--- src/rtl/sst_sequencer_pkg.sv ---
// Shared types for the save-state sequencer: FSM states, index address, default window size.
// Pure declarations; no logic, no latency, no flow control.
// Imported by the sequencer top; the m2 generator stays package-free so it can be reused.
package sst_pkg;

    localparam int         REG_CNT_DEF  = 128;
    localparam logic [7:0] SST_IDX_ADDR = 8'd127;

    typedef enum logic [3:0] {
        IDLE,
        SV_ADDR,
        SV_SMP,
        LD_FETCH,
        LD_WAIT,
        LD_M2H,
        LD_M2L,
        FIN,
        CHK_FETCH,
        CHK_WAIT
    } sst_state_t;

    // The bus is driven in every state between the start and the closing FIN.
    function automatic logic is_active(sst_state_t s);
        return (s != IDLE) && (s != FIN);
    endfunction

endpackage

--- src/rtl/sst_sequencer_if.sv ---
// SST register bus plus save buffer port; master = sequencer, slave = mapper/buffer side.
// Wires only; sst_di is combinational from sst_addr, buf_rdat lags buf_addr by one clk.
// No backpressure: the responder must keep up with the strobes as they come.
interface sst_sequencer_if;
    logic       sst_act;
    logic [7:0] sst_addr;
    logic       sst_we_reg;
    logic [7:0] sst_dato;
    logic       sst_m2;
    logic [7:0] sst_di;
    logic [7:0] buf_addr;
    logic       buf_we;
    logic [7:0] buf_wdat;
    logic [7:0] buf_rdat;

    modport master (
        output sst_act, sst_addr, sst_we_reg, sst_dato, sst_m2,
        output buf_addr, buf_we, buf_wdat,
        input  sst_di, buf_rdat
    );

    modport slave (
        input  sst_act, sst_addr, sst_we_reg, sst_dato, sst_m2,
        input  buf_addr, buf_we, buf_wdat,
        output sst_di, buf_rdat
    );
endinterface

--- src/rtl/sst_sequencer_m2_gen.sv ---
// Half-period counter generating an m2 pulse (high phase then low phase) and a phase_end strobe.
// Each phase lasts HALF clks; m2 goes high the cycle en rises.
// No backpressure: dropping en resets the generator to the start of a high phase.
module sst_m2_gen #(
    parameter int HALF = 2
) (
    input  logic clk,
    input  logic rst_n,
    input  logic en,
    output logic m2,
    output logic phase_end
);
    localparam int CW = (HALF > 1) ? $clog2(HALF) : 1;

    logic [CW-1:0] hcnt_q;
    logic          phase_q;

    assign phase_end = en && (hcnt_q == CW'(HALF - 1));
    assign m2        = en && !phase_q;

    always_ff @(posedge clk or negedge rst_n) begin
        if (!rst_n) begin
            hcnt_q  <= '0;
            phase_q <= 1'b0;
        end else if (!en) begin
            hcnt_q  <= '0;
            phase_q <= 1'b0;
        end else if (phase_end) begin
            hcnt_q  <= '0;
            phase_q <= !phase_q;
        end else begin
            hcnt_q  <= hcnt_q + CW'(1);
        end
    end
endmodule

--- src/rtl/sst_sequencer.sv ---
// SST bus master: copies the mapper register window to the buffer (save) or back (load).
// Save costs REG_CNT*(SETTLE+1) clks, load REG_CNT*(2+2*M2_HALF) clks; done one clk after.
// No backpressure; starts are ignored while busy. SST_SEQ_IDX_CHECK_EN adds the mapper-index check.
module sst_sequencer
    import sst_pkg::*;
#(
    parameter int REG_CNT = REG_CNT_DEF,
    parameter int M2_HALF = 2,
    parameter int SETTLE  = 1
) (
    input  logic               clk,
    input  logic               rst_n,
    input  logic               start_save,
    input  logic               start_load,
    input  logic [7:0]         map_idx,
    output logic               busy,
    output logic               done,
    output logic               err,
    sst_sequencer_if.master    bus
);
    localparam logic [7:0] LAST_ADDR   = 8'(REG_CNT - 1);
    localparam logic [7:0] SETTLE_LAST = 8'(SETTLE - 1);

    sst_state_t state_q, state_d;
    logic [7:0] cnt_q, cnt_d;
    logic [7:0] wcnt_q, wcnt_d;
    logic [7:0] dato_q, dato_d;
    logic       m2_en;
    logic       m2;
    logic       phase_end;
    logic       act;

`ifdef SST_SEQ_IDX_CHECK_EN
    logic err_q, err_d;
    assign err = err_q;
`else
    logic map_idx_unused;
    assign map_idx_unused = ^map_idx;
    assign err = 1'b0;
`endif

    sst_m2_gen #(.HALF(M2_HALF)) u_m2_gen (
        .clk       (clk),
        .rst_n     (rst_n),
        .en        (m2_en),
        .m2        (m2),
        .phase_end (phase_end)
    );

    always_ff @(posedge clk or negedge rst_n) begin
        if (!rst_n) begin
            state_q <= IDLE;
            cnt_q   <= '0;
            wcnt_q  <= '0;
            dato_q  <= '0;
`ifdef SST_SEQ_IDX_CHECK_EN
            err_q   <= 1'b0;
`endif
        end else begin
            state_q <= state_d;
            cnt_q   <= cnt_d;
            wcnt_q  <= wcnt_d;
            dato_q  <= dato_d;
`ifdef SST_SEQ_IDX_CHECK_EN
            err_q   <= err_d;
`endif
        end
    end

    always_comb begin
        state_d = state_q;
        cnt_d   = cnt_q;
        wcnt_d  = wcnt_q;
        dato_d  = dato_q;
`ifdef SST_SEQ_IDX_CHECK_EN
        err_d   = err_q;
`endif
        case (state_q)
            IDLE: begin
                if (start_save || start_load) begin
                    cnt_d  = '0;
                    wcnt_d = '0;
`ifdef SST_SEQ_IDX_CHECK_EN
                    err_d  = 1'b0;
                    state_d = start_save ? SV_ADDR : CHK_FETCH;
`else
                    state_d = start_save ? SV_ADDR : LD_FETCH;
`endif
                end
            end
            SV_ADDR: begin
                if (wcnt_q == SETTLE_LAST) begin
                    wcnt_d  = '0;
                    state_d = SV_SMP;
                end else begin
                    wcnt_d  = wcnt_q + 8'd1;
                end
            end
            // Terminal compare precedes the increment so cnt never wraps.
            SV_SMP: begin
                if (cnt_q == LAST_ADDR) begin
                    state_d = FIN;
                end else begin
                    cnt_d   = cnt_q + 8'd1;
                    state_d = SV_ADDR;
                end
            end
            LD_FETCH: state_d = LD_WAIT;
            LD_WAIT: begin
                dato_d  = bus.buf_rdat;
                state_d = LD_M2H;
            end
            LD_M2H: begin
                if (phase_end) state_d = LD_M2L;
            end
            LD_M2L: begin
                if (phase_end) begin
                    if (cnt_q == LAST_ADDR) begin
                        state_d = FIN;
                    end else begin
                        cnt_d   = cnt_q + 8'd1;
                        state_d = LD_FETCH;
                    end
                end
            end
`ifdef SST_SEQ_IDX_CHECK_EN
            CHK_FETCH: state_d = CHK_WAIT;
            CHK_WAIT: begin
                if (bus.buf_rdat != map_idx) begin
                    err_d   = 1'b1;
                    state_d = FIN;
                end else begin
                    state_d = LD_FETCH;
                end
            end
`endif
            FIN:     state_d = IDLE;
            default: state_d = IDLE;
        endcase
    end

    // All outputs decode from reset-cleared registers, so they drop as soon as rst_n falls.
    assign act   = is_active(state_q);
    assign busy  = act;
    assign done  = (state_q == FIN);
    assign m2_en = (state_q == LD_M2H) || (state_q == LD_M2L);

    assign bus.sst_act    = act;
    assign bus.sst_addr   = act ? cnt_q : 8'd0;
    assign bus.sst_we_reg = m2_en;
    assign bus.sst_dato   = dato_q;
    assign bus.sst_m2     = m2;
    assign bus.buf_we     = (state_q == SV_SMP);
    assign bus.buf_wdat   = (state_q == SV_SMP) ? bus.sst_di : 8'd0;

    always_comb begin
        bus.buf_addr = 8'd0;
        case (state_q)
            SV_SMP, LD_FETCH, LD_WAIT: bus.buf_addr = cnt_q;
            CHK_FETCH, CHK_WAIT:       bus.buf_addr = SST_IDX_ADDR;
            default:                   bus.buf_addr = 8'd0;
        endcase
    end
endmodule

--- src/flat_wrapper.sv ---
// flat-port wrapper written by rule: the top's interface ports become plain ports
module sst_sequencer_flat import sst_pkg::*;
#(
    parameter int REG_CNT = REG_CNT_DEF,
    parameter int M2_HALF = 2,
    parameter int SETTLE  = 1
)
  (clk, rst_n, start_save, start_load, map_idx, busy, done, err, bus_sst_act, bus_sst_addr, bus_sst_we_reg, bus_sst_dato, bus_sst_m2, bus_buf_addr, bus_buf_we, bus_buf_wdat, bus_sst_di, bus_buf_rdat);
  sst_sequencer_if bus_i ();
  input  logic clk;
  input  logic rst_n;
  input  logic start_save;
  input  logic start_load;
  input  logic [7:0] map_idx;
  output logic busy;
  output logic done;
  output logic err;
  output wire logic [$bits(bus_i.sst_act)-1:0] bus_sst_act;
  output wire logic [$bits(bus_i.sst_addr)-1:0] bus_sst_addr;
  output wire logic [$bits(bus_i.sst_we_reg)-1:0] bus_sst_we_reg;
  output wire logic [$bits(bus_i.sst_dato)-1:0] bus_sst_dato;
  output wire logic [$bits(bus_i.sst_m2)-1:0] bus_sst_m2;
  output wire logic [$bits(bus_i.buf_addr)-1:0] bus_buf_addr;
  output wire logic [$bits(bus_i.buf_we)-1:0] bus_buf_we;
  output wire logic [$bits(bus_i.buf_wdat)-1:0] bus_buf_wdat;
  input wire logic [$bits(bus_i.sst_di)-1:0] bus_sst_di;
  input wire logic [$bits(bus_i.buf_rdat)-1:0] bus_buf_rdat;
  assign bus_sst_act = bus_i.sst_act;
  assign bus_sst_addr = bus_i.sst_addr;
  assign bus_sst_we_reg = bus_i.sst_we_reg;
  assign bus_sst_dato = bus_i.sst_dato;
  assign bus_sst_m2 = bus_i.sst_m2;
  assign bus_buf_addr = bus_i.buf_addr;
  assign bus_buf_we = bus_i.buf_we;
  assign bus_buf_wdat = bus_i.buf_wdat;
  assign bus_i.sst_di = bus_sst_di;
  assign bus_i.buf_rdat = bus_buf_rdat;
  sst_sequencer #(.REG_CNT(REG_CNT), .M2_HALF(M2_HALF), .SETTLE(SETTLE)) u_core (.clk(clk), .rst_n(rst_n), .start_save(start_save), .start_load(start_load), .map_idx(map_idx), .busy(busy), .done(done), .err(err), .bus(bus_i));
endmodule
--- config.mk ---
export PLATFORM = sky130hd
export DESIGN_NAME = sst_sequencer_flat
export DESIGN_NICKNAME = d
export VERILOG_FILES = /design/src/rtl/sst_sequencer_pkg.sv /design/src/rtl/sst_sequencer_if.sv /design/src/rtl/sst_sequencer_m2_gen.sv /design/src/rtl/sst_sequencer.sv /design/src/flat_wrapper.sv
export SDC_FILE = /design/constraint.sdc
export NUM_CORES = 1
export LEC_CHECK = 0
export BUFFER_PORTS_ARGS = -buffer_cell sky130_fd_sc_hd__buf_2
export CAP_MARGIN = 20
export CORE_MARGIN = 2
export CORE_UTILIZATION = 41
export DETAILED_ROUTE_END_ITERATION = 8
export GPL_ROUTABILITY_DRIVEN = 0
export PLACE_DENSITY = 0.69
export RECOVER_POWER = 100
export SLEW_MARGIN = 20
export SYNTH_ARGS = -nofsm -noshare
export SYNTH_HDL_FRONTEND = slang
export SYNTH_HIERARCHICAL = 1
export SYNTH_SLANG_ARGS = --single-unit
--- constraint.sdc ---
create_clock -name clk -period 4.39 [get_ports clk]
set_input_delay 0.439 -clock clk [delete_from_list [all_inputs] [get_ports clk]]
set_output_delay 0.439 -clock clk [all_outputs]
set_load 0.1 [all_outputs]
Yosys cells after proc, flatten, opt, wreduce, memory -nomap -nowiden
Cells that the tools add are included.
{"block": "word_totals", "ff_bits": 30, "out_inout_bits": 39}
{"block": "classes", "addsub": 3, "eq_ne": 16, "muxes": 21, "n_reduce_logical": 16}
{"op": "8-bit two-way mux", "count": 6}
{"op": "8-bit case mux with 2 select lines", "count": 2}
{"op": "4-bit case mux with 7 select lines", "count": 1}
{"op": "8-bit case mux with 3 select lines", "count": 1}
{"op": "8-bit by 1-bit adder with 8-bit output (second input constant)", "count": 2}
{"op": "4-bit by 3-bit equality test with 1-bit output (second input constant)", "count": 4}
{"op": "4-bit two-way mux", "count": 4}
{"op": "2-bit by 1-bit != test with 1-bit output (second input constant)", "count": 5}
{"op": "4-bit by 2-bit equality test with 1-bit output (second input constant)", "count": 2}
{"op": "4-bit equality test (second input constant)", "count": 2}
{"op": "8-bit by 7-bit equality test with 1-bit output (second input constant)", "count": 1}
{"op": "8-bit zero test", "count": 1}
{"op": "3-bit two-way mux", "count": 2}
{"op": "4-bit by 1-bit equality test with 1-bit output (second input constant)", "count": 1}
{"op": "4-bit zero test", "count": 1}
{"op": "1-bit two-way mux", "count": 4}
{"op": "4-bit by 3-bit != test with 1-bit output (second input constant)", "count": 1}
{"op": "4-bit AND reduction", "count": 1}
{"op": "4-bit nonzero test", "count": 1}
{"op": "1-bit logical AND", "count": 3}
{"op": "3-bit AND reduction", "count": 1}
{"op": "3-bit nonzero test", "count": 1}
{"op": "3-bit OR reduction", "count": 1}
{"op": "1-bit logical OR", "count": 2}
{"op": "6 further kinds", "count": 6}

Longest topological paths before layout
Gate-level depths: netlist (run 1).
{"block": "depth", "word_depth": 5, "depth_mapped": 9}

By module
The synthesis (run 1) kept the hierarchy.
{"module": "sst_sequencer", "instances": 1, "cells_each": 185, "area_per_inst_um2": 1641.6, "seq_area_each_um2": 675.6}
{"module": "sst_m2_gen", "instances": 1, "cells_each": 7, "area_per_inst_um2": 88.8, "seq_area_each_um2": 50.0}

Worst setup path after synthesis (run 1)
No wires, ideal clock.
{"block": "synth_path", "path_type": "register -> output", "startpoint": "register u_core.state_q[1]", "endpoint": "output port bus_sst_addr[0]", "arrival_time_ns": 3.721, "required_time_ns": 3.951, "setup_slack_ns": 0.230, "path_stages_with_launch": 6, "path_cell_list": "dfrtp_1 > buf_2 > and3_1 > clkbuf_1 > nor2_1 > and2_1"}
{"block": "synth_between", "elab_chain_cells": 3, "elab_cells_between_ends": 4}
{"element": "from (decl)", "line_no": "sst_sequencer.sv:24", "rtl": "sst_state_t state_q, state_d;"}
{"element": "from (signal assigned)", "line_no": "sst_sequencer.sv:60", "rtl": "state_q <= state_d;"}
{"element": "4-bit by 3-bit != test with 1-bit output or 4-bit nonzero test (tied branches)", "line_no": "sst_sequencer_pkg.sv:24", "rtl": "return (s != IDLE) && (s != FIN);"}
{"element": "1-bit logical AND (*)", "line_no": "sst_sequencer_pkg.sv:24"}
{"element": "named net bus_sst_act", "line_no": "flat_wrapper.sv:18", "rtl": "output wire logic [$bits(bus_i.sst_act)-1:0] bus_sst_act;"}
{"element": "8-bit two-way mux (*)", "line_no": "sst_sequencer.sv:149", "rtl": "assign bus.sst_addr = act ? cnt_q : 8'd0;"}
{"element": "to (decl)", "line_no": "flat_wrapper.sv:19", "rtl": "output wire logic [$bits(bus_i.sst_addr)-1:0] bus_sst_addr;"}
Mark *: on every way through the listed nets, which the timed path passes. The rest lies on a longest branch.

Final worst setup path (run 1)
{"block": "layout_path", "startpoint": "register u_core.state_q[2]", "endpoint": "output port bus_buf_addr[2]"}
{"block": "layout_between", "elab_chain_cells": 3, "elab_cells_between_ends": 8}
{"element": "4-bit by 2-bit equality test with 1-bit output (tied with other cells)", "line_no": "sst_sequencer.sv:158", "rtl": "case (state_q)"}
{"element": "3-bit OR reduction or 2-bit OR reduction (tied branches)", "line_no": "sst_sequencer.sv:158"}
{"element": "8-bit case mux with 2 select lines (*)", "line_no": "sst_sequencer.sv:158"}
{"element": "to (decl)", "line_no": "flat_wrapper.sv:23", "rtl": "output wire logic [$bits(bus_i.buf_addr)-1:0] bus_buf_addr;"}
Every way passes the cells marked *; elsewhere a longest branch is shown, timed or not.

==> metrics.md, run 1 <==
| Metric | Value |
|---|---|
| Mux share of post-synthesis cell area | `6.94%` |
| CP peak stage delay | `0.87 ns` |
| Netlist Area Pre-Place | `0.00173 mm^2` |
| Crit path buffers/inverters | `2` |
| Die ar. | `0.00476 mm^2` |
| Reg2Reg Launch Point | `u_core/cnt_q[0]` |
| Final Core Density | `about half` |
| Area share of the largest cell type after synthesis | `41.9%` |
| Crit-path cells | `inv_1 > nor3_2 > a21oi_1 > nor2b_1 > clkbuf_1` |
| # IOs | `67` |
| Final hold vios | `0` |
| Compound-gate portion of the synthesized area | `16.8%` |
| I/O Buffers | `57` |
| Warnings, synthesis | `6` |
| Main combinational cell family by area after synthesis | `simple AND/OR/NAND/NOR gates` |
| End of the critical path | `bus_buf_addr[2]` |
| Top area cells in the synthesized netlist | `dfrtp_1 (42%), mux2_2 (5.2%), and3_1 (4.7%)` |
| Setup slack after placement | `approximately 1.6 ns` |
| Number of DRC markers in iteration 0 | `62` |
| Initial antenna violation count | `0` |
| Reg2reg end | `u_core/cnt_q[1]` |
| Vias post-DR | `1,601` |
| Final worst slack | `approximately 0.88 ns` |
| Maximum fanout along the worst path | `13` |
| Post-Syn Instances | `192` |
| Reg2reg setup slack | `1.47 ns` |
| Seq/Total Area, Yosys | `a little over two fifths` |
| EDFF count, synth | `0` |
| PostCTS Resize Cnt | `0` |
| DR WL/cell | `13.6 um` |
| Async set-reset flop share out of synthesis | `100%` |
| Clock root buffer | `clkbuf_8` |
| Design Area, Final | `0.00208 mm^2` |
| Antenna-violating nets left | `0` |
| Layout area overhead | `20.2%` |
| Final setup viols | `0` |
| Cell count along the critical path | `5` |
| Sink Count | `29` |
| Simple-gate share of the synthesized area | `26.9%` |
| Worst setup EP type | `output pin` |
| Critical Path RT | `3.95 ns` |
| Worst hold-check path type | `in2reg` |
| Die height | `69.0 um` |
| Starting Density | `a little over two fifths` |
| Slew HR | `-14.5%` |
| Mapped Avg Cell Area | `approximately 9 um^2` |
| Ant. Diodes | `0` |
| Placed cell areas | `0.00203 mm^2` |
| Adder-Cell Fraction of Synth Area | `2.17%` |
| Number of setup buffers added after CTS | `0` |
| DP HPWL | `2950 um` |
| CP Launch Type | `register` |
| Status | `finished, violations left` |
| Yosys reg bits | `29` |
| Total of max-cap violations | `2` |
| Post-Synth XOR/XNOR Area | `less than 1%` |
| Worst-case clock buffer depth | `2` |
| Worst EP arrival | `3.07 ns` |
| Cell area power density | `282 mW/mm^2` |
| Num CTS Buffers | `5` |
| CTS tree | `built` |
| Share of layout cells above drive strength 1 | `between 10 and 15%` |
| Violated checks | `capacitance limit, slew limit` |
| Syn_nets | `around 220` |
| Post-CTS Hold Buffers | `0` |
| Core area | `between 0.004 and 0.005 mm^2` |
| Worst reg2reg path depth | `5` |
| Synth Flop Type | `dfrtp_1` |
| Drt total wl | `4050 um` |
| Tightest Pin Transition | `between 1.5 and 2 ns` |
| Fmax | `285 MHz` |
| Minimum clock period | `3.51 ns` |
| Num rows | `23` |
| LEAKAGE | `0.963 nW` |
| Cell class contributing the biggest share of worst-path delay | `buffers and inverters` |
| Total GRT Usage | `18.7%` |
| Vias per Instance | `5.39` |
| Tot Pwr | `0.000587 W` |
| Setup TNS | `0 ns` |
| RSZ-0062 raised after global routing | `false` |
| Kind of critical path | `reg2out` |
| Final period util | `80.0%` |
| H-Tree Depth | `2` |
| Overflow after GRT | `0` |
| Number of global-route vias before repair | `1,443` |
| Die X | `69.0 um` |
| Clock-pin slew on the worst setup and hold paths | `0.06 ns` |
| Netlist cell types | `47` |
| Setup crit start | `u_core/state_q[2]` |
| Largest net degree at the start of global routing | `30` |
| Nets@finish | `around 280` |
| Pins Over Slew Limit | `40` |
| Drt pass-1 iters | `4` |
| Remaining DRCs | `0` |
| Clock Skew | `just under 0.007 ns` |
| First-pass GRT wire length | `between 6000 and 7000 um` |
| Clock latency at the later pin of the worst-skew pair | `approximately 0.28 ns` |
| VDD IR max | `0.000180 V` |
| Post-synth top area cell | `dfrtp_1` |
| Slowest-stage cell, CP | `clkbuf_1` |
[sequential cells by signal (all words and copies together) (netlist names)]
name	count
u_core/u_m2_gen/phase_q	1
u_core/wcnt_q	8
u_core/cnt_q	8
u_core/state_q	3
u_core/bus.sst_dato	8
u_core/u_m2_gen/hcnt_q	1
[cells in the mapped netlist (2+ instances only)]
cell and n:
a21o_1 2, a21oi_1 10, a31oi_1 2, and2_1 6, and3_1 13, buf_2 3
buf_4 2, clkbuf_1 4, dfrtp_1 29, ha_1 3, inv_1 9, mux2_2 8
mux2i_1 3, nand2_1 13, nand2b_1 3, nand3_1 7, nand3b_1 2, nor2_1 13
nor2b_1 8, nor3_1 7, o211ai_1 2, o21ai_0 13, o21ai_1 2, o31a_1 2
o31ai_1 3, or3_1 2
[routing by layer]
layer / GRT usage [%] / vias to the layer above / share of wire [%]
met5: 0 / - / 0
met2: 29.4 / 49 / 46
met4: 8.09 / 0 / 1.7
li1: - / 793 / -
met1: 24.2 / 755 / 46
met3: 4.87 / 4 / 5.9
[worst min-delay path by stage]
stage                                 from                endpoint  slack (ns)  cells past startpoint
finish                     bus_buf_rdat[1]  u_core/bus.sst_dato[1]        0.39                      2
global route               bus_buf_rdat[4]  u_core/bus.sst_dato[4]        0.38                      2
CTS                                  rst_n  u_core/bus.sst_dato[7]        0.20                      1
detailed placement  u_core/bus.sst_dato[0]  u_core/bus.sst_dato[0]        0.49                      1
global placement    u_core/bus.sst_dato[5]  u_core/bus.sst_dato[5]        0.49                      1
floorplan                            rst_n  u_core/bus.sst_dato[0]        0.14                      0
[power breakdown]
| group | internal [W] | switching (W) |
|---|---|---|
| Sequential | 0.000271 | 0.00000175 |
| Combinational | 0.00000998 | 0.0000424 |
| Clock | 0.000165 | 0.0000971 |
[layout by cell type, fill, tap and decap left out, types with 2 or more instances in the layout]
master	Yosys	layout
a21o_1	2	2
a21oi_1	10	10
a31oi_1	2	2
and2_1	6	5
and3_1	13	13
buf_2	3	18
clkbuf_1	4	39
clkbuf_8	0	5
dfrtp_1	29	29
ha_1	3	3
inv_1	9	9
mux2_2	8	8
mux2i_1	3	3
nand2_1	13	13
nand2b_1	3	3
nand3_1	7	7
nand3b_1	2	2
nor2_1	13	13
nor2b_1	8	8
nor3_1	7	7
o211ai_1	2	2
o21ai_0	13	14
o31a_1	2	2
o31ai_1	3	3
or3_1	2	2
[metrics by stage]
step / std cells / hold slack, ns
final: 297 / 0.388
after detailed placement: 290 / 0.490
after floorplan: 192 / 0.143
after global placement: 290 / 0.485
after global routing: 297 / 0.383
after CTS: 297 / 0.199
[area by class of cell]
type | count | area, um^2
clock buffers | 5 | 68.8
clock inverters | 2 | 35.0
fillers | 414 | 1950
inverters | 9 | 33.8
multi-input cells | 145 | 918
flip-flops and latches | 29 | 726
well taps | 50 | 62.6
repair buffers | 57 | 236
[logic make-up (layout without fill, tap and decap cells)]
| group | count (synthesis) | in the layout |
|---|---|---|
| simple gates | 84 | 84 |
| compound gates | 45 | 45 |
| flops | 29 | 29 |
| buf+inv | 18 | 73 |
| mux | 11 | 11 |
| fa+ha+maj | 3 | 3 |
| other cells | 1 | 1 |
| xor+xnor | 1 | 1 |
Power figures use the tool's default switching activity.
==> run 2, diff against run 1 <==
- ABC_AREA: unset -> 1
- PLACE_DENSITY: 0.69 -> 0.68
- clock period: 4.39 -> 3.4 ns (I/O delays scaled with it)
==> run 2 against run 1 <==
The run still ends with capacitance limit, slew limit left; clock-buffer cell count stayed put; synthesized cell count is 33% higher; largest power group is now clock; non-clock buffer count stayed put; critical path type unchanged; area after synthesis is 7.0% higher; clock power is 37% higher.
==> metrics.md, run 2 <==
| Metric | Value |
|---|---|
| Status | `finished, violations left` |
| Violated checks | `capacitance limit, slew limit` |
| Remaining DRCs | `0 (unchanged)` |
| Setup TNS | `0 ns (unchanged)` |
| First-pass GRT wire length | `6640 um (+2.7%)` |
| Share of layout cells above drive strength 1 | `22.2% (+7.6 points)` |
| Overflow after GRT | `0 (unchanged)` |
| EDFF count, synth | `0 (unchanged)` |
| Starting Density | `42.5% (-0.42 points)` |
| Setup crit start | `u_core/state_q[2]` |
| Worst reg2reg path depth | `11 (+6)` |
| Reg2reg setup slack | `1.36 ns (-0.11 ns)` |
| Die X | `71.2 um (+3.2%)` |
| Antenna-violating nets left | `0 (unchanged)` |
| Total of max-cap violations | `1 (-1)` |
| DP HPWL | `3030 um (+2.5%)` |
| CTS tree | `built` |
| Die ar. | `0.00507 mm^2 (+6.6%)` |
| DR WL/cell | `10.8 um (-21%)` |
| Initial antenna violation count | `0 (unchanged)` |
| Post-CTS Hold Buffers | `0 (unchanged)` |
| Number of setup buffers added after CTS | `0 (unchanged)` |
| Final period util | `83.0%` |
| Vias per Instance | `4.69 (-13%)` |
| Worst EP arrival | `2.48 ns (-0.59 ns)` |
| Final setup viols | `0 (unchanged)` |
| Register area | `726 um^2 (unchanged)` |
| Final Non-Filler Cells | `368 (+24%)` |
| Top area cells in the synthesized netlist | `dfrtp_1 (39%), nand2_1 (13%), nor2_1 (8.7%)` |
| Total GRT Usage | `16.5% (-2.2 points)` |
| Netlist cell types | `29 (-38%)` |
| H-Tree Depth | `2 (unchanged)` |
| Reg2reg end | `u_core/cnt_q[7]` |
| Top cells by count, synth | `nand2_1 (64), nor2_1 (43), inv_1 (35)` |
| Clock root buffer | `clkbuf_8` |
| Cell area power density | `342 mW/mm^2 (+21%)` |
| Slowest-stage cell, CP | `clkbuf_1` |
| Post-synth top area cell | `dfrtp_1` |
| Layout area overhead | `23.0%` |
| Area share of the largest cell type after synthesis | `39.2% (-2.7 points)` |
| Seq/Total Area, Yosys | `39.2% (-2.7 points)` |
| Critical Path RT | `3.06 ns (-0.89 ns)` |
| Num CTS Buffers | `5 (unchanged)` |
| # IOs | `67 (unchanged)` |
| Syn_nets | `286 (+28%)` |
| Mapped Avg Cell Area | `7.26 um^2 (-19%)` |
| Worst setup EP type | `output pin` |
| Clock latency at the later pin of the worst-skew pair | `0.28 ns (about the same)` |
| Fmax | `around 350 MHz` |
| DP Cell Count | `360 (+24%)` |
| Largest net degree at the start of global routing | `30 (unchanged)` |
| Ant. Diodes | `0 (unchanged)` |
| Core area | `0.00435 mm^2 (+8.1%)` |
| Vias post-DR | `1,727 (+7.9%)` |
| Top-count cell post-synth | `nand2_1` |
| Number of global-route vias before repair | `1,556 (+7.8%)` |
| Yosys reg bits | `29 (unchanged)` |
| Area used by multi-input combinational logic | `960 um^2 (+4.5%)` |
| Worst hold-check path type | `in2reg` |
| VDD IR max | `0.000343 V (+90%)` |
| Kind of critical path | `reg2out` |
| Pins Over Slew Limit | `30 (-25%)` |
| Tightest Pin Transition | `1.55 ns (-0.143 ns)` |
| Most common cell after layout, fill and taps aside | `nand2_1` |
| Num rows | `24 (+4.3%)` |
| Slew HR | `-3.52% (+11 points)` |
| Clock-pin slew on the worst setup and hold paths | `0.07 ns (about the same)` |
| Crit-path cells | `nand2_1 > o21ai_2 > nor2_4 > nor2_1 > clkbuf_1` |
| Netlist Area Pre-Place | `0.00185 mm^2 (+7.0%)` |
| Reg2Reg Launch Point | `u_core/state_q[2]` |
| Min-Delay Path Depth | `2 (unchanged)` |
| End of the critical path | `bus_buf_addr[4]` |
| Sink Count | `29 (unchanged)` |
| CP Launch Type | `register` |
| Minimum clock period | `2.82 ns` |
| Post-Syn Instances | `255 (+33%)` |
| Most frequent cells in the layout | `nand2_1 (69), inv_1 (37), nor2_1 (34), clkbuf_1 (31), dfrtp_1 (29)` |
| Worst-case clock buffer depth | `2 (unchanged)` |
| LEAKAGE | `1.25 nW (+30%)` |
| Number of DRC markers in iteration 0 | `79 (+27%)` |
| # fillers | `468 (+13%)` |
| Clock Skew | `0.00442 ns (-0.00234 ns)` |
| Drt pass-1 iters | `4 (unchanged)` |
| Maximum fanout along the worst path | `9 (-4)` |
| Die height | `71.2 um (+3.2%)` |
| I/O Buffers | `57 (unchanged)` |
| Drt total wl | `3980 um (-1.7%)` |
| Warnings, synthesis | `6 (unchanged)` |
| Nets@finish | `346 (+24%)` |
| Synth Flop Type | `dfrtp_1` |
| Async set-reset flop share out of synthesis | `100% (unchanged)` |
| PostCTS Resize Cnt | `0 (unchanged)` |
| Final hold vios | `0 (unchanged)` |
| CP peak stage delay | `0.87 ns (about the same)` |
| RSZ-0062 raised after global routing | `false` |
run 2: changes by cell type after synthesis, moves of 6 or more:
cell / delta
a21oi_1: -6
and2_1: -6
and3_1: -13
inv_1: +26
inv_2: +6
nand2_1: +51
nand3_1: +10
nor2_1: +30
nor2b_1: -8
nor3_1: -6
o21ai_0: -6
run 2: critical path, delay by kind of cell, from the launching register on:
kind | cells | cell delay, ns
and+or+nand+nor | 3 | 0.56
AOI/OAI and AO/OA | 1 | 0.21
DFF | 1 | 0.57
buffers and inverters | 1 | 0.87
run 2: how the worst min path moves through the flow:
stage	start	endpoint	slack, ns
floorplan	rst_n	u_core/bus.sst_dato[0]	0.04
global placement	rst_n	u_core/wcnt_q[4]	0.41
detailed placement	rst_n	u_core/wcnt_q[4]	0.41
CTS	rst_n	u_core/wcnt_q[4]	0.10
global route	bus_buf_rdat[6]	u_core/bus.sst_dato[6]	0.28
finish	bus_buf_rdat[7]	u_core/bus.sst_dato[7]	0.28
run 2: area by class of cell:
cell class,count,area share [%]
inverters,43,7.25
repair buffers,57,10.8
clock inverters,3,2.03
multi-input cells,179,42.1
clock buffers,5,3.02
well taps,52,2.86
flip-flops and latches,29,31.9
run 2: logic make-up after synthesis:
kind of cell | Yosys count | synth area share, %
muxes | 8 | 4.87
DFF | 29 | 39.2
buffers and inverters | 47 | 10.6
adders and majority gates | 3 | 2.03
xor gates and xnor gates | 4 | 1.89
other | 1 | 0.203
AOI/OAI and AO/OA | 19 | 5.88
and+or+nand+nor | 144 | 35.3
run 2: metal layers:
metal	wire length (um)	part of all wire [%]	up-vias	GRT usage, %
met5	0	0	-	0
met4	72	1.8	0	8.60
met3	355	8.9	7	3.70
met2	1740	44	58	26.5
met1	1820	46	764	20.7
li1	-	-	898	-
run 2: through the flow:
stage	area, um^2	util (%)	hold slack [ns]	total power, W	worst slack (ns)
2_1_floorplan	1920	-	0.0444	0.000407	0.125
3_5_place_dp	2240	51.4	0.409	0.000430	1.12
5_1_grt	2280	52.3	0.282	0.000811	0.429
6_report	2280	52.3	0.284	0.000779	0.578
4_1_cts	2350	54.0	0.101	0.000791	0.805
3_3_place_gp	2240	51.4	0.412	0.000429	1.15
run 2: power breakdown:
group | switching, W | total, W | internal (W)
Clock | 0.000139 | 0.000358 | 0.000219
Sequential | 0.00000221 | 0.000352 | 0.000350
Combinational | 0.0000552 | 0.0000685 | 0.0000134
Total | 0.000197 | 0.000779 | 0.000582
